==> src/rtl/piso_pkg.sv <==
// Shared types and helpers for the piso_serializer block.
package piso_pkg;

    typedef enum logic [1:0] {
        StIdle,
        StShift,
        StParity
    } piso_state_e;

    // $clog2 with a floor of one bit so a counter port is never zero-width.
    function automatic int unsigned cnt_width(input int unsigned w);
        int unsigned lg;
        lg = int'($clog2(w));
        return (lg < 1) ? 1 : lg;
    endfunction

endpackage

==> src/rtl/piso_serializer_if.sv <==
// Load handshake, bit-rate strobe and serial/status bundle for piso_serializer.
interface piso_serializer_if
    import piso_pkg::*;
#(
    parameter int unsigned WIDTH = 8
) ();

    localparam int unsigned CntW = cnt_width(WIDTH);

    logic             load_valid;
    logic             load_ready;
    logic [WIDTH-1:0] parallel_in;
    logic             shift_en;
    logic             serial_out;
    logic             serial_valid;
    logic             busy;
    logic             done;
    logic [WIDTH-1:0] shift_reg;
    logic [CntW-1:0]  bit_cnt;

    // Producer / line side.
    modport master (
        output load_valid,
        output parallel_in,
        output shift_en,
        input  load_ready,
        input  serial_out,
        input  serial_valid,
        input  busy,
        input  done,
        input  shift_reg,
        input  bit_cnt
    );

    // Serializer side.
    modport slave (
        input  load_valid,
        input  parallel_in,
        input  shift_en,
        output load_ready,
        output serial_out,
        output serial_valid,
        output busy,
        output done,
        output shift_reg,
        output bit_cnt
    );

endinterface

==> src/rtl/piso_bit_counter.sv <==
// Modulo-Width bit index counter with clear, enable and terminal-count flag.
module piso_bit_counter
    import piso_pkg::*;
#(
    parameter int unsigned Width = 8,
    parameter int unsigned CntW  = cnt_width(Width)
) (
    input  logic            clk_i,
    input  logic            rst_i,
    input  logic            clr_i,
    input  logic            en_i,
    output logic [CntW-1:0] cnt_o,
    output logic            tc_o
);

    logic [CntW-1:0] cnt_q, cnt_d;

    assign tc_o  = (cnt_q == CntW'(Width - 1));
    assign cnt_o = cnt_q;

    always_comb begin
        cnt_d = cnt_q;
        if (clr_i) begin
            cnt_d = '0;
        end else if (en_i) begin
            cnt_d = tc_o ? '0 : cnt_q + CntW'(1);
        end
    end

    always_ff @(posedge clk_i) begin
        if (rst_i) begin
            cnt_q <= '0;
        end else begin
            cnt_q <= cnt_d;
        end
    end

endmodule

==> src/rtl/piso_serializer.sv <==
// Parametrised PISO with valid/ready load, bit-rate enable and gapless reload.
// Optional even-parity trailer bit when PISO_PARITY_EN is defined.
module piso_serializer
    import piso_pkg::*;
#(
    parameter int unsigned WIDTH     = 8,
    parameter bit          MSB_FIRST = 1'b1,
    parameter logic        IDLE_BIT  = 1'b0
) (
    input logic clk,
    input logic rst,
    piso_serializer_if.slave bus
);

    localparam int unsigned CntW = cnt_width(WIDTH);

    piso_state_e      state_q, state_d;
    logic [WIDTH-1:0] shift_reg_q, shift_reg_d;
    logic             done_q, done_d;
    logic [CntW-1:0]  bit_cnt;
    logic             cnt_tc, cnt_en, cnt_clr;
    logic             data_last, last_bit, load_ready, accept;
`ifdef PISO_PARITY_EN
    logic             parity_q, parity_d;
`endif

    piso_bit_counter #(
        .Width (WIDTH),
        .CntW  (CntW)
    ) u_bit_counter (
        .clk_i (clk),
        .rst_i (rst),
        .clr_i (cnt_clr),
        .en_i  (cnt_en),
        .cnt_o (bit_cnt),
        .tc_o  (cnt_tc)
    );

    // Handshake, last-bit detect and datapath next-state.
    always_comb begin
        data_last = (state_q == StShift) && cnt_tc && bus.shift_en;
`ifdef PISO_PARITY_EN
        last_bit  = (state_q == StParity) && bus.shift_en;
        // Counter parks on WIDTH-1 while the parity bit is on the line.
        cnt_en    = (state_q == StShift) && bus.shift_en && !cnt_tc;
`else
        last_bit  = data_last;
        cnt_en    = (state_q == StShift) && bus.shift_en;
`endif
        load_ready = (state_q == StIdle) || last_bit;
        accept     = bus.load_valid && load_ready;
        cnt_clr    = accept || last_bit;
        done_d     = last_bit;

        shift_reg_d = shift_reg_q;
        if (accept) begin
            shift_reg_d = bus.parallel_in;
        end else if ((state_q == StShift) && bus.shift_en) begin
            if (MSB_FIRST) begin
                shift_reg_d = {shift_reg_q[WIDTH-2:0], 1'b0};
            end else begin
                shift_reg_d = {1'b0, shift_reg_q[WIDTH-1:1]};
            end
        end

`ifdef PISO_PARITY_EN
        parity_d = accept ? ^bus.parallel_in : parity_q;
`endif
    end

    always_comb begin
        state_d = state_q;
        unique case (state_q)
            StIdle: begin
                if (accept) state_d = StShift;
            end
            StShift: begin
                if (accept) begin
                    state_d = StShift;
                end else if (data_last) begin
`ifdef PISO_PARITY_EN
                    state_d = StParity;
`else
                    state_d = StIdle;
`endif
                end
            end
`ifdef PISO_PARITY_EN
            StParity: begin
                if (accept) begin
                    state_d = StShift;
                end else if (last_bit) begin
                    state_d = StIdle;
                end
            end
`endif
            default: state_d = StIdle;
        endcase
    end

    always_ff @(posedge clk) begin
        if (rst) begin
            state_q     <= StIdle;
            shift_reg_q <= '0;
            done_q      <= 1'b0;
`ifdef PISO_PARITY_EN
            parity_q    <= 1'b0;
`endif
        end else begin
            state_q     <= state_d;
            shift_reg_q <= shift_reg_d;
            done_q      <= done_d;
`ifdef PISO_PARITY_EN
            parity_q    <= parity_d;
`endif
        end
    end

    // serial_out comes straight off the register, no retiming flop.
    always_comb begin
        bus.serial_out = IDLE_BIT;
        unique case (state_q)
            StIdle:  bus.serial_out = IDLE_BIT;
            StShift: bus.serial_out = MSB_FIRST ? shift_reg_q[WIDTH-1] : shift_reg_q[0];
`ifdef PISO_PARITY_EN
            StParity: bus.serial_out = parity_q;
`endif
            default: bus.serial_out = IDLE_BIT;
        endcase
        bus.serial_valid = (state_q != StIdle);
        bus.busy         = (state_q != StIdle);
        bus.load_ready   = load_ready;
        bus.done         = done_q;
        bus.shift_reg    = shift_reg_q;
        bus.bit_cnt      = bit_cnt;
    end

endmodule

==> src/flat_wrapper.sv <==
// flat-port wrapper written by rule: the top's interface ports become plain ports
module piso_serializer_flat import piso_pkg::*;
#(
    parameter int unsigned WIDTH     = 8,
    parameter bit          MSB_FIRST = 1'b1,
    parameter logic        IDLE_BIT  = 1'b0
)
  (clk, rst, bus_load_valid, bus_parallel_in, bus_shift_en, bus_load_ready, bus_serial_out, bus_serial_valid, bus_busy, bus_done, bus_shift_reg, bus_bit_cnt);
  piso_serializer_if #(.WIDTH(WIDTH)) bus_i ();
  input logic clk;
  input logic rst;
  input wire logic [$bits(bus_i.load_valid)-1:0] bus_load_valid;
  input wire logic [$bits(bus_i.parallel_in)-1:0] bus_parallel_in;
  input wire logic [$bits(bus_i.shift_en)-1:0] bus_shift_en;
  output wire logic [$bits(bus_i.load_ready)-1:0] bus_load_ready;
  output wire logic [$bits(bus_i.serial_out)-1:0] bus_serial_out;
  output wire logic [$bits(bus_i.serial_valid)-1:0] bus_serial_valid;
  output wire logic [$bits(bus_i.busy)-1:0] bus_busy;
  output wire logic [$bits(bus_i.done)-1:0] bus_done;
  output wire logic [$bits(bus_i.shift_reg)-1:0] bus_shift_reg;
  output wire logic [$bits(bus_i.bit_cnt)-1:0] bus_bit_cnt;
  assign bus_i.load_valid = bus_load_valid;
  assign bus_i.parallel_in = bus_parallel_in;
  assign bus_i.shift_en = bus_shift_en;
  assign bus_load_ready = bus_i.load_ready;
  assign bus_serial_out = bus_i.serial_out;
  assign bus_serial_valid = bus_i.serial_valid;
  assign bus_busy = bus_i.busy;
  assign bus_done = bus_i.done;
  assign bus_shift_reg = bus_i.shift_reg;
  assign bus_bit_cnt = bus_i.bit_cnt;
  piso_serializer #(.WIDTH(WIDTH), .MSB_FIRST(MSB_FIRST), .IDLE_BIT(IDLE_BIT)) u_core (.clk(clk), .rst(rst), .bus(bus_i));
endmodule
==> config.mk <==
export PLATFORM = sky130hd
export DESIGN_NAME = piso_serializer_flat
export DESIGN_NICKNAME = d
export VERILOG_FILES = /design/src/rtl/piso_pkg.sv /design/src/rtl/piso_serializer_if.sv /design/src/rtl/piso_bit_counter.sv /design/src/rtl/piso_serializer.sv /design/src/flat_wrapper.sv
export SDC_FILE = /design/constraint.sdc
export NUM_CORES = 1
export LEC_CHECK = 0
export ABC_AREA = 0
export BUFFER_PORTS_ARGS = -buffer_cell sky130_fd_sc_hd__buf_2
export CAP_MARGIN = 5
export CORE_ASPECT_RATIO = 1.25
export CORE_UTILIZATION = 35
export CTS_CLUSTER_SIZE = 10
export DETAILED_ROUTE_END_ITERATION = 6
export GPL_TIMING_DRIVEN = 1
export HOLD_SLACK_MARGIN = 0.05
export PLACE_DENSITY = 0.61
export RECOVER_POWER = 100
export SLEW_MARGIN = 10
export SYNTH_ARGS = -nofsm -noshare
export SYNTH_HDL_FRONTEND = slang
export SYNTH_SLANG_ARGS = --single-unit
==> constraint.sdc <==
create_clock -name clk -period 1.4 [get_ports clk]
set_input_delay 0.21 -clock clk [delete_from_list [all_inputs] [get_ports clk]]
set_output_delay 0.21 -clock clk [all_outputs]
set_load 0.005 [all_outputs]
# Word-level counts from Yosys, hierarchy flattened
# Cells that the tools add are included.
dict set report totals {
  register_bits 14
  latch_bits 0
  ramBits 0
  romBits 0
  inputBits 12
  output_inout_bits 16
  memories 0
}
dict set report op_classes {
  addsub 1
  mul 0
  div_mod_pow 0
  magnitude_cmp 0
  n_eq_ne 4
  n_shift 0
  n_mux 8
  bitwise_logic 0
  reduce_logical 11
}
# op n
set op_table {}
lappend op_table {{two-way mux 8 bit} 2}
lappend op_table {{two-way mux 2 bit} 3}
lappend op_table {{logical AND 1 bit} 4}
lappend op_table {{case mux 2 bit (2 select lines)} 1}
lappend op_table {{nonzero test 2 bit} 2}
lappend op_table {{adder 3 x 1 -> 3 bit (second input constant)} 1}
lappend op_table {{== test 3 bit (second input constant)} 1}
lappend op_table {{two-way mux 3 bit} 1}
lappend op_table {{!= test 3 x 1 -> 1 bit (second input constant)} 1}
lappend op_table {{== test 2 x 1 -> 1 bit (second input constant)} 1}
lappend op_table {{logical NOT 2 bit} 1}
lappend op_table {{logical OR 1 bit} 2}
lappend op_table {{!= test 2 x 1 -> 1 bit (second input constant)} 1}
lappend op_table {{AND reduction 2 bit} 1}
lappend op_table {{OR reduction 2 bit} 1}
lappend op_table {{two-way mux 1 bit} 1}

# Depth between registers and ports, before layout
# Gate-level depths: netlist of run 1.
dict set report depth {
  depth_word 7
  mapped_depth 6
  depth_no_buf 5
}

# Hierarchy
# Synthesis of run 1 repeated with hierarchy kept, for this count alone.
dict set report hier_totals {
  cells_unflattened 73
  area_unflattened_um2 671.9
}
# module instances cells_each area_per_inst_um2
set by_module_without_submodules {}
lappend by_module_without_submodules {piso_serializer 1 60 523.0}
lappend by_module_without_submodules {piso_bit_counter 1 13 148.9}

# Least setup slack after synthesis of run 1
# OpenSTA, ideal clock, no wires.
dict set report synth_path {
  kind {register -> register}
  start {reg u_core.u_bit_counter.cnt_q[0], in the netlist u_core.u_bit_counter.cnt_o[0]}
  end {reg u_core.shift_reg_q[1], in the netlist u_core.bus.shift_reg[1]}
  setup_ps 126
  arrival_time_ps 1409
  required_ps 1274
  path_slack_ps -134
  path_stages_with_launch 7
  n_path_buf 1
  synth_period_minus_slack_ps 1534
  path_cell_list {dfxtp_1 > ha_1 > ha_1 > a21bo_1 > buf_6 > a221oi_2 > a211oi_2}
}
dict set report synth_via {
  elab_chain_len 6
  word_cells_on_any_way 7
}
# element line_no
set synth_rtl {}
lappend synth_rtl {{start: declaration} piso_bit_counter.sv:16} ;# logic [CntW-1:0] cnt_q, cnt_d;
lappend synth_rtl {{start signal: assignment} piso_bit_counter.sv:34} ;# cnt_q <= cnt_d;
lappend synth_rtl {{== test 3 bit *} piso_bit_counter.sv:18} ;# assign tc_o = (cnt_q == CntW'(Width - 1));
lappend synth_rtl {{logical AND 1 bit * (2 in series)} piso_serializer.sv:41} ;# data_last = (state_q == StShift) && cnt_tc && bus.shift_en;
lappend synth_rtl {{logical OR 1 bit *} piso_serializer.sv:50} ;# load_ready = (state_q == StIdle) || last_bit;
lappend synth_rtl {{net bus_load_ready} flat_wrapper.sv:15} ;# output wire logic [$bits(bus_i.load_ready)-1:0] bus_load_ready;
lappend synth_rtl {{logical AND 1 bit *} piso_serializer.sv:51} ;# accept = bus.load_valid && load_ready;
lappend synth_rtl {{two-way mux 8 bit / nonzero test 2 bit (equally long branches)} n/a}
lappend synth_rtl {{end signal: assignment} piso_serializer.sv:111} ;# shift_reg_q <= shift_reg_d;
lappend synth_rtl {{end: declaration} piso_serializer.sv:18} ;# logic [WIDTH-1:0] shift_reg_q, shift_reg_d;
# The timed path passes the listed nets; every way through them passes the cells marked *.
# A chain may end at the register's enable or synchronous reset.

# Final worst setup path of run 1
dict set report layout_path {
  start {reg u_core.u_bit_counter.cnt_q[0], in the netlist u_core.u_bit_counter.cnt_o[0]}
  end {out bus_load_ready}
}
dict set report layout_via {
  elab_chain_len 4
}
# element line_no
set layout_rtl {}
lappend layout_rtl {{== test 3 bit} piso_bit_counter.sv:18}
lappend layout_rtl {{logical AND 1 bit (2 in series)} piso_serializer.sv:41}
lappend layout_rtl {{logical OR 1 bit} piso_serializer.sv:50}
lappend layout_rtl {{end: declaration} flat_wrapper.sv:15}
# Every way passes these cells.

==> results.json, run 1 <==
{
  "detail_route.wl_per_cell_um": 13.8,
  "nets": 118,
  "finalSetupViolCount": 8,
  "crit_arrival_ns": 1.37,
  "reg2reg_to": "u_core.bus.shift_reg[7]$_SDFFE_PP0P_",
  "ys_seq_area_share_pct": 35.2,
  "fp.coreArea_mm2": 0.00198,
  "grt_max_degree": 14,
  "hold_ws_ns": 0.174,
  "maxSlewViolCount": 0,
  "chipWidth_um": 43.1,
  "grt_pass1_wl_um": 2770,
  "cts_num_sinks": 13,
  "p_leak_nw": 0.486,
  "fin_crit_ns": 1.58,
  "synth_nets": 84,
  "drt-total-wl_um": 1700,
  "synth_cell_types": 22,
  "critPathSlowestCell": "dfxtp_2",
  "place_congestion": 0.726,
  "slowest_delay_ns": 0.34,
  "remaining_drc_errors": 0,
  "hold_class": "input pin to flop",
  "outcome": "complete, but fails checks",
  "yosys_warnings": 0,
  "tritoncts": "yes",
  "max-vdd-ir-drop_mv": 0.527,
  "grtUsageTotal_pct": 16.1,
  "dieArea_mm2": 0.00230,
  "worstSetupEndpoint": "bus_load_ready",
  "use_met2_pct": 27.4,
  "relSlewSlack_pct": 71.2,
  "area.growth.synth_to_final_pct": 39.8,
  "rsz0062_at_grt": "yes",
  "busiest_layer": "met2",
  "reg2reg_depth": 7,
  "hpwl_um": 1130,
  "tightest_slew_ns": 0.432,
  "grt_pass1_vias": 609,
  "num_vias": 646,
  "postSynthCellCount": 70,
  "finalCritPeriodShare_pct": 113,
  "crit_required_ns": 1.19,
  "finClkSkew_ns": 0.00369,
  "max_cap_violations": 0,
  "critPathKind": "flop to output port",
  "violations": "negative setup slack",
  "viasPerCell": 5.25,
  "cts_buffer_depth": 2,
  "cts_buffers": 3,
  "powerDensity_mw_per_mm2": 843,
  "max_freq_mhz": 634,
  "setup_ws_ns": -0.178,
  "cp-end-kind": "output port",
  "timing.rr.start": "u_core.u_bit_counter.cnt_o[0]$_SDFFE_PP0P_",
  "ios": 28,
  "diodes": 0,
  "r2r_slack_ns": -0.16,
  "firstDrtPassIters": 4,
  "use_met1_pct": 19.5,
  "drt_iter0_drc": 4,
  "root_buffer": "clkbuf_4",
  "largest_reg_flops": 8,
  "die_y_um": 53.4,
  "hold_buffers": 0,
  "initial_core_util_pct": 37.3,
  "clkSlewWorstSetupHoldPaths_ns": 0.08,
  "htreeDepth": 1,
  "grt_overflow": 0,
  "drive_gt1_share_pct": 54.4,
  "synth_area_um2": 739,
  "hold_violations": 0,
  "clock_latency_ns": 0.27,
  "rows": 18,
  "port_buffers": 27,
  "final_util_pct": 52.1,
  "ys_seq_elements": 13,
  "path_cells": "ha_4 > ha_4 > a21bo_4 > buf_6 > buf_6",
  "synth_area_per_cell_um2": 10.6,
  "crit_fanout": 4,
  "antenna_found_initial": 0,
  "grt_use_met3_pct": 2.05,
  "cp-startpoint": "u_core.u_bit_counter.cnt_o[0]$_SDFFE_PP0P_",
  "postRouteAntennaNets": 0,
  "cp-start-kind": "flop"
}
==> logic make-up (layout without fill, tap and decap cells) <==
logic type / after synthesis / count (layout) / synth area share (%)
flops: 13 / 13 / 35.2
simple gates: 18 / 18 / 15.4
compound gates: 19 / 19 / 30.6
fa+ha+maj: 2 / 2 / 3.38
buf+inv: 16 / 49 / 12.7
mux: 2 / 2 / 2.71
==> cell type report <==
| class | instances | area [µm²] |
|---|---|---|
| tap | 20 | 25.0 |
| sequential | 13 | 263 |
| clock buffer | 4 | 26.3 |
| fill | 196 | 948 |
| multi-input combinational | 41 | 473 |
| timing repair buffer | 37 | 216 |
| inverter | 8 | 30.0 |
==> power by group <==
group          leakage, nW  total (mW)  switching (mW)  internal (mW)
logic                0.363       0.220           0.104          0.116
clock network       0.0150       0.236           0.126          0.110
registers            0.108       0.415          0.0229          0.392
total                0.486       0.871           0.253          0.619
==> cell usage after synthesis <==
| cell | count | share of area, % |
|---|---|---|
| a211oi_2 | 7 | 12 |
| a21bo_1 | 1 | 1.4 |
| a21oi_1 | 3 | 2.0 |
| a221oi_2 | 7 | 14 |
| a32oi_1 | 1 | 1.2 |
| and2_1 | 1 | 0.85 |
| and2_4 | 1 | 1.2 |
| and3_1 | 6 | 5.1 |
| and3_2 | 1 | 1.0 |
| and4b_1 | 2 | 2.7 |
| buf_2 | 2 | 1.4 |
| buf_4 | 2 | 2.0 |
| buf_6 | 3 | 4.6 |
| clkbuf_2 | 1 | 0.68 |
| dfxtp_1 | 13 | 35 |
| ha_1 | 2 | 3.4 |
| inv_1 | 8 | 4.1 |
| mux2i_1 | 2 | 2.7 |
| nand2_1 | 1 | 0.51 |
| nor2_1 | 2 | 1.0 |
| nor3_1 | 3 | 2.0 |
| nor3b_1 | 1 | 1.0 |
==> worst min-delay path by stage <==
stage / from / endpoint / cells past startpoint
after floorplan: rst / u_core.u_bit_counter.cnt_o[0]$_SDFFE_PP0P_ / 1
after global placement: bus_parallel_in[1] / u_core.bus.shift_reg[1]$_SDFFE_PP0P_ / 3
after detailed placement: bus_parallel_in[2] / u_core.bus.shift_reg[2]$_SDFFE_PP0P_ / 3
after CTS: bus_parallel_in[3] / u_core.bus.shift_reg[3]$_SDFFE_PP0P_ / 3
after global routing: bus_parallel_in[5] / u_core.bus.shift_reg[5]$_SDFFE_PP0P_ / 3
final: bus_parallel_in[3] / u_core.bus.shift_reg[3]$_SDFFE_PP0P_ / 3
==> cells in the final DEF, fill, tap and decap left out, types with 2 or more instances in the layout <==
cell type,netlist,layout
buf_2,2,21
clkbuf_4,0,3
ha_4,0,2
mux2i_1,2,2
dfxtp_1,13,11
clkbuf_2,1,2
a21oi_1,3,3
buf_6,3,4
dfxtp_2,0,2
nor3_1,3,3
clkbuf_1,0,6
buf_4,2,5
a221oi_4,0,5
a221oi_2,7,2
a211oi_2,7,7
and4b_1,2,2
and3_1,6,6
inv_1,8,8
nor2_1,2,2
==> worst max-delay path, delay by kind of cell, from the launching register on <==
family	cells	cell delay (ns)
fa+ha+maj	2	0.31
compound gates	1	0.21
buf+inv	2	0.24
flops	1	0.34
==> routing by layer <==
layer / wire (µm) / up-vias / part of all wire, %
met3: 72 / 2 / 4.2
li1: - / 328 / -
met1: 738 / 296 / 43
met4: 13 / 0 / 0.77
met2: 873 / 20 / 51
met5: 0 / - / 0
==> stage by stage <==
stage | total power [mW] | setup slack, ns | cell area [µm²] | setup TNS (ns) | std cells
after floorplan | 0.545 | 0.00635 | 767 | 0 | 70
after global placement | 0.600 | -0.0420 | 916 | -0.204 | 116
after detailed placement | 0.603 | -0.0784 | 916 | -0.399 | 116
after CTS | 0.867 | -0.182 | 1000 | -1.40 | 124
after global routing | 0.918 | -0.216 | 1030 | -1.62 | 123
final | 0.871 | -0.178 | 1030 | -1.04 | 123
==> what timing repair did <==
action	in CTS	in global routing
endpoints found under the hold margin	0	0
pin swaps	4	10
endpoints found under the setup margin	8	9
resized for setup	5	6
setup buffers	4	0
(Power assumes the default switching activity.)
==> run 2, diff against run 1 <==
--- a/config.mk
+++ b/config.mk
@@ -9,8 +9,8 @@
 export BUFFER_PORTS_ARGS = -buffer_cell sky130_fd_sc_hd__buf_2
 export CAP_MARGIN = 5
 export CORE_ASPECT_RATIO = 1.25
+export CORE_MARGIN = 5
 export CORE_UTILIZATION = 35
-export CTS_CLUSTER_SIZE = 10
 export DETAILED_ROUTE_END_ITERATION = 6
 export GPL_TIMING_DRIVEN = 1
 export HOLD_SLACK_MARGIN = 0.05
==> results.json, run 2 (synthesis gave the netlist of run 1 again) <==
{
  "crit_arrival_ns": 1.39,
  "timing.rr.start": "u_core.u_bit_counter.cnt_o[1]$_SDFFE_PP0P_",
  "mostFrequentLayoutCell": "buf_2",
  "reg2reg_depth": 7,
  "powerDensity_mw_per_mm2": 867,
  "finalCritPeriodShare_pct": 114,
  "firstDrtPassIters": 4,
  "max_freq_mhz": 625,
  "num_vias": 661,
  "crit_fanout": 4,
  "area.growth.synth_to_final_pct": 33.2,
  "nFillCells": 207,
  "grt_max_degree": 15,
  "fp.coreArea_mm2": 0.00200,
  "violations": "negative setup slack",
  "layout_common_cells": "buf_2, dfxtp_1, inv_1",
  "drt_iter0_drc": 4,
  "hold_ws_ns": 0.165,
  "cp-startpoint": "u_core.u_bit_counter.cnt_o[1]$_SDFFE_PP0P_",
  "hold_violations": 0,
  "antenna_found_initial": 0,
  "diodes": 0,
  "root_buffer": "clkbuf_4",
  "grt_overflow": 0,
  "relSlewSlack_pct": 77.1,
  "cp-start-kind": "flop",
  "nets": 117,
  "max_cap_violations": 0,
  "crit_required_ns": 1.19,
  "cts_num_sinks": 13,
  "viasPerCell": 5.42,
  "remaining_drc_errors": 0,
  "htreeDepth": 1,
  "finClkSkew_ns": 0.00276,
  "grt_pass1_wl_um": 2720,
  "cp-end-kind": "output port",
  "ios": 28,
  "outcome": "complete, but fails checks",
  "largest_reg_flops": 8,
  "busiest_layer": "met2",
  "clkSlewWorstSetupHoldPaths_ns": 0.09,
  "r2r_slack_ns": -0.18,
  "dieArea_mm2": 0.00314,
  "maxSlewViolCount": 0,
  "grtUsageTotal_pct": 12.0,
  "worstSetupEndpoint": "bus_load_ready",
  "use_met1_pct": 13.3,
  "clock_latency_ns": 0.28,
  "hold_buffers": 0,
  "finalSetupViolCount": 9,
  "chipWidth_um": 51.1,
  "postRouteAntennaNets": 0,
  "port_buffers": 27,
  "drt-total-wl_um": 1780,
  "initial_core_util_pct": 36.9,
  "drive_gt1_share_pct": 55.9,
  "fin_total_pwr_mw": 0.854,
  "use_met2_pct": 20.3,
  "p_leak_nw": 0.466,
  "die_y_um": 61.4,
  "reg2reg_to": "u_core.bus.shift_reg[1]$_SDFFE_PP0P_",
  "rows": 18,
  "place_congestion": 0.767,
  "hold_class": "input pin to flop",
  "tightest_slew_ns": 0.343,
  "rsz0062_at_grt": "yes",
  "grt_use_met3_pct": 2.42,
  "max-vdd-ir-drop_mv": 0.509,
  "critPathKind": "flop to output port",
  "fin_crit_ns": 1.60,
  "cts_buffer_depth": 2,
  "detail_route.wl_per_cell_um": 14.6,
  "tritoncts": "yes",
  "cts_buffers": 3,
  "grt_pass1_vias": 607,
  "setup_ws_ns": -0.200
}
## run 2: timing repair
| item | 4_1_cts | 5_1_grt |
|---|---|---|
| setup endpoints to repair | 8 | 10 |
| resized for setup | 3 | 3 |
| pin swaps | 2 | 1 |
| buffers inserted | 1 | 0 |
## run 2: worst min-delay path by stage
stage                       startpoint                                          to  slack, ns  cells after the start
finish              bus_parallel_in[3]        u_core.bus.shift_reg[3]$_SDFFE_PP0P_       0.17                      3
global route        bus_parallel_in[1]        u_core.bus.shift_reg[1]$_SDFFE_PP0P_       0.16                      3
CTS                 bus_parallel_in[1]        u_core.bus.shift_reg[1]$_SDFFE_PP0P_       0.15                      3
detailed placement  bus_parallel_in[3]        u_core.bus.shift_reg[3]$_SDFFE_PP0P_       0.47                      3
global placement    bus_parallel_in[3]        u_core.bus.shift_reg[3]$_SDFFE_PP0P_       0.46                      3
floorplan                          rst  u_core.u_bit_counter.cnt_o[0]$_SDFFE_PP0P_       0.28                      1
## run 2: metrics by stage
stage | utilization (%) | setup slack [ns] | instances | instance area (µm²) | TNS, ns
final | 49.1 | -0.200 | 122 | 985 | -0.940
after global routing | 49.1 | -0.241 | 122 | 985 | -1.47
after CTS | 48.6 | -0.218 | 122 | 975 | -1.08
after detailed placement | 46.1 | -0.0680 | 117 | 923 | -0.401
after global placement | 46.1 | -0.0338 | 117 | 923 | -0.195
after floorplan | - | 0.00635 | 70 | 767 | 0
## run 2: report_power, final
group	internal [mW]	switching, mW	leakage, nW
Combinational	0.104	0.0971	0.340
Sequential	0.392	0.0186	0.108
Clock	0.106	0.136	0.0177
Total	0.602	0.252	0.466
## run 2: metal layers
layer	up-vias	routed length (µm)
met4	0	55
met5	-	0
met1	310	773
li1	326	-
met3	5	80
met2	20	871
## run 2: critical path: stages (launching register included)
cell	delay (ns)
dfxtp_2	0.35
ha_4	0.16
ha_4	0.15
a21bo_4	0.22
buf_6	0.12
buf_6	0.10
## run 2: area by class of cell
cell class / instances / area, µm² / area share, %
Multi-Input combinational cell: 41 / 435 / 44.2
Timing Repair Buffer: 36 / 204 / 20.7
Tap cell: 20 / 25.0 / 2.54
Inverter: 8 / 30.0 / 3.05
Clock inverter: 1 / 5.00 / 0.508
Clock buffer: 3 / 22.5 / 2.29
Sequential cell: 13 / 263 / 26.7
==> run 3, diff against run 2 <==
--- a/config.mk
+++ b/config.mk
@@ -6,15 +6,15 @@
 export NUM_CORES = 1
 export LEC_CHECK = 0
 export ABC_AREA = 0
-export BUFFER_PORTS_ARGS = -buffer_cell sky130_fd_sc_hd__buf_2
 export CAP_MARGIN = 5
 export CORE_ASPECT_RATIO = 1.25
 export CORE_MARGIN = 5
 export CORE_UTILIZATION = 35
 export DETAILED_ROUTE_END_ITERATION = 6
+export DONT_BUFFER_PORTS = 1
 export GPL_TIMING_DRIVEN = 1
 export HOLD_SLACK_MARGIN = 0.05
-export PLACE_DENSITY = 0.61
+export PLACE_DENSITY = 0.56
 export RECOVER_POWER = 100
 export SLEW_MARGIN = 10
 export SYNTH_ARGS = -nofsm -noshare
==> results.json, run 3 (synthesis gave the netlist of run 1 again) <==
{
  "outcome": "complete, but fails checks",
  "violations": "negative hold slack, negative setup slack",
  "whs_endpoint": "u_core.bus.shift_reg[3]$_SDFFE_PP0P_",
  "reg2reg_depth": 7,
  "port_buffers": 0,
  "drt_iter0_drc": 12,
  "max-vdd-ir-drop_mv": 0.520,
  "die_y_um": 61.4,
  "critPathSlowestCell": "dfxtp_2",
  "finalSetupViolCount": 9,
  "final_util_pct": 45.2,
  "tightest_slew_ns": 0.578,
  "remaining_drc_errors": 0,
  "slowest_delay_ns": 0.34,
  "fin_total_pwr_mw": 0.799,
  "initial_core_util_pct": 36.9,
  "dieArea_mm2": 0.00314,
  "finClkSkew_ns": 0.00898,
  "critPathKind": "flop to flop",
  "hpwl_um": 1170,
  "grt_pass1_wl_um": 2650,
  "relSlewSlack_pct": 61.4,
  "firstDrtPassIters": 4,
  "drive_gt1_share_pct": 49.4,
  "grt_max_degree": 14,
  "finalCritPeriodShare_pct": 113,
  "cp-end-kind": "flop",
  "rows": 18,
  "setup_ws_ns": -0.176,
  "htreeDepth": 1,
  "cts_buffer_depth": 2,
  "critPathTopFamily": "compound AO/OA/AOI/OAI gates",
  "clock_latency_ns": 0.27,
  "cts_buffers": 3,
  "path_cells": "ha_4 > ha_4 > a21bo_4 > buf_12 > buf_4 > a221oi_2 > a211oi_2",
  "antenna_found_initial": 0,
  "postRouteAntennaNets": 0,
  "dpl.cell_count": 90,
  "crit_arrival_ns": 1.73,
  "p_leak_nw": 0.382,
  "fin_cells": 99,
  "ios": 28,
  "chipWidth_um": 51.1,
  "reg2reg_to": "u_core.bus.shift_reg[3]$_SDFFE_PP0P_",
  "mostFrequentLayoutCell": "dfxtp_1",
  "maxSlewViolCount": 0,
  "diodes": 0,
  "largest_reg_flops": 8,
  "fp.coreArea_mm2": 0.00200,
  "timing.rr.start": "u_core.u_bit_counter.cnt_o[1]$_SDFFE_PP0P_",
  "max_freq_mhz": 635,
  "crit_top_cell": "ha_4",
  "tritoncts": "yes",
  "powerDensity_mw_per_mm2": 882,
  "grtUsageTotal_pct": 11.3,
  "layout_common_cells": "dfxtp_1, inv_1, a211oi_2, buf_4",
  "crit_required_ns": 1.56,
  "cp-start-kind": "flop",
  "hold_violations": 8,
  "hold_depth": 1,
  "path_buf_inv": 2,
  "area.growth.synth_to_final_pct": 22.5,
  "viasPerCell": 5.77,
  "nets": 94,
  "clkSlewWorstSetupHoldPaths_ns": 0.08,
  "grt_pass1_vias": 550,
  "detail_route.wl_per_cell_um": 16.9,
  "rsz0062_at_grt": "yes",
  "timing.hold.worst.start": "rst",
  "hold_ws_ns": -0.00841,
  "fin_crit_ns": 1.58,
  "num_vias": 571,
  "place_congestion": 0.696,
  "cts_num_sinks": 13,
  "root_buffer": "clkbuf_4",
  "hold_class": "input pin to flop",
  "r2r_slack_ns": -0.18,
  "grt_overflow": 0,
  "crit_fanout": 6,
  "drt-total-wl_um": 1670,
  "max_cap_violations": 0
}
run 3: layout make-up:
class	instances	area [µm²]
clock buffers	4	26.3
fillers	197	1100
inverters	8	30.0
multi-input cells	42	459
flip-flops and latches	13	263
well taps	20	25.0
repair buffers	12	103
run 3: worst max path at each step:
stage,start,endpoint,slack [ns],cells after the start
5_1_grt,u_core.u_bit_counter.cnt_o[1]$_SDFFE_PP0P_,bus_load_ready,-0.21,5
6_report,u_core.u_bit_counter.cnt_o[1]$_SDFFE_PP0P_,u_core.bus.shift_reg[3]$_SDFFE_PP0P_,-0.18,7
3_3_place_gp,u_core.u_bit_counter.cnt_o[0]$_SDFFE_PP0P_,u_core.bus.shift_reg[1]$_SDFFE_PP0P_,-0.04,6
2_1_floorplan,u_core.u_bit_counter.cnt_o[0]$_SDFFE_PP0P_,u_core.bus.shift_reg[1]$_SDFFE_PP0P_,0.006,6
3_5_place_dp,u_core.u_bit_counter.cnt_o[0]$_SDFFE_PP0P_,u_core.bus.shift_reg[3]$_SDFFE_PP0P_,-0.05,6
4_1_cts,u_core.u_bit_counter.cnt_o[1]$_SDFFE_PP0P_,u_core.bus.shift_reg[7]$_SDFFE_PP0P_,-0.20,7
run 3: metal layers:
metal | share of wire [%] | track usage [%] | vias to the layer above | wire length [µm]
met5 | 0 | 0 | - | 0
met4 | 1.1 | 4.62 | 0 | 19
met3 | 7.1 | 4.36 | 2 | 118
met2 | 50 | 18.6 | 19 | 838
met1 | 42 | 13.2 | 274 | 697
li1 | - | - | 276 | -
run 3: repair_timing:
item / CTS / global route
endpoints found under the setup margin: 8 / 10
gates resized for setup: 1 / 8
gates cloned: 0 / 1
endpoints found under the hold margin: 13 / 13
pin swaps: 5 / 5
setup buffers: 3 / 1
run 3: where the power goes:
part	internal, mW	switching [mW]
combinational	0.0891	0.0675
sequential	0.392	0.0248
clock	0.110	0.116
run 3: per-stage QoR:
step	area [µm²]	setup WS, ns	setup TNS, ns
after floorplan	767	0.00635	0
after global placement	801	-0.0381	-0.216
after detailed placement	801	-0.0505	-0.267
after CTS	853	-0.198	-1.43
after global routing	906	-0.214	-1.60
final	906	-0.176	-1.10
run 3: worst reg2reg max path: stages, from the launching register on:
cell and delay [ns]:
dfxtp_2 0.34, ha_4 0.16, ha_4 0.15, a21bo_4 0.21
buf_12 0.13, buf_4 0.13, a221oi_2 0.28, a211oi_2 0.07
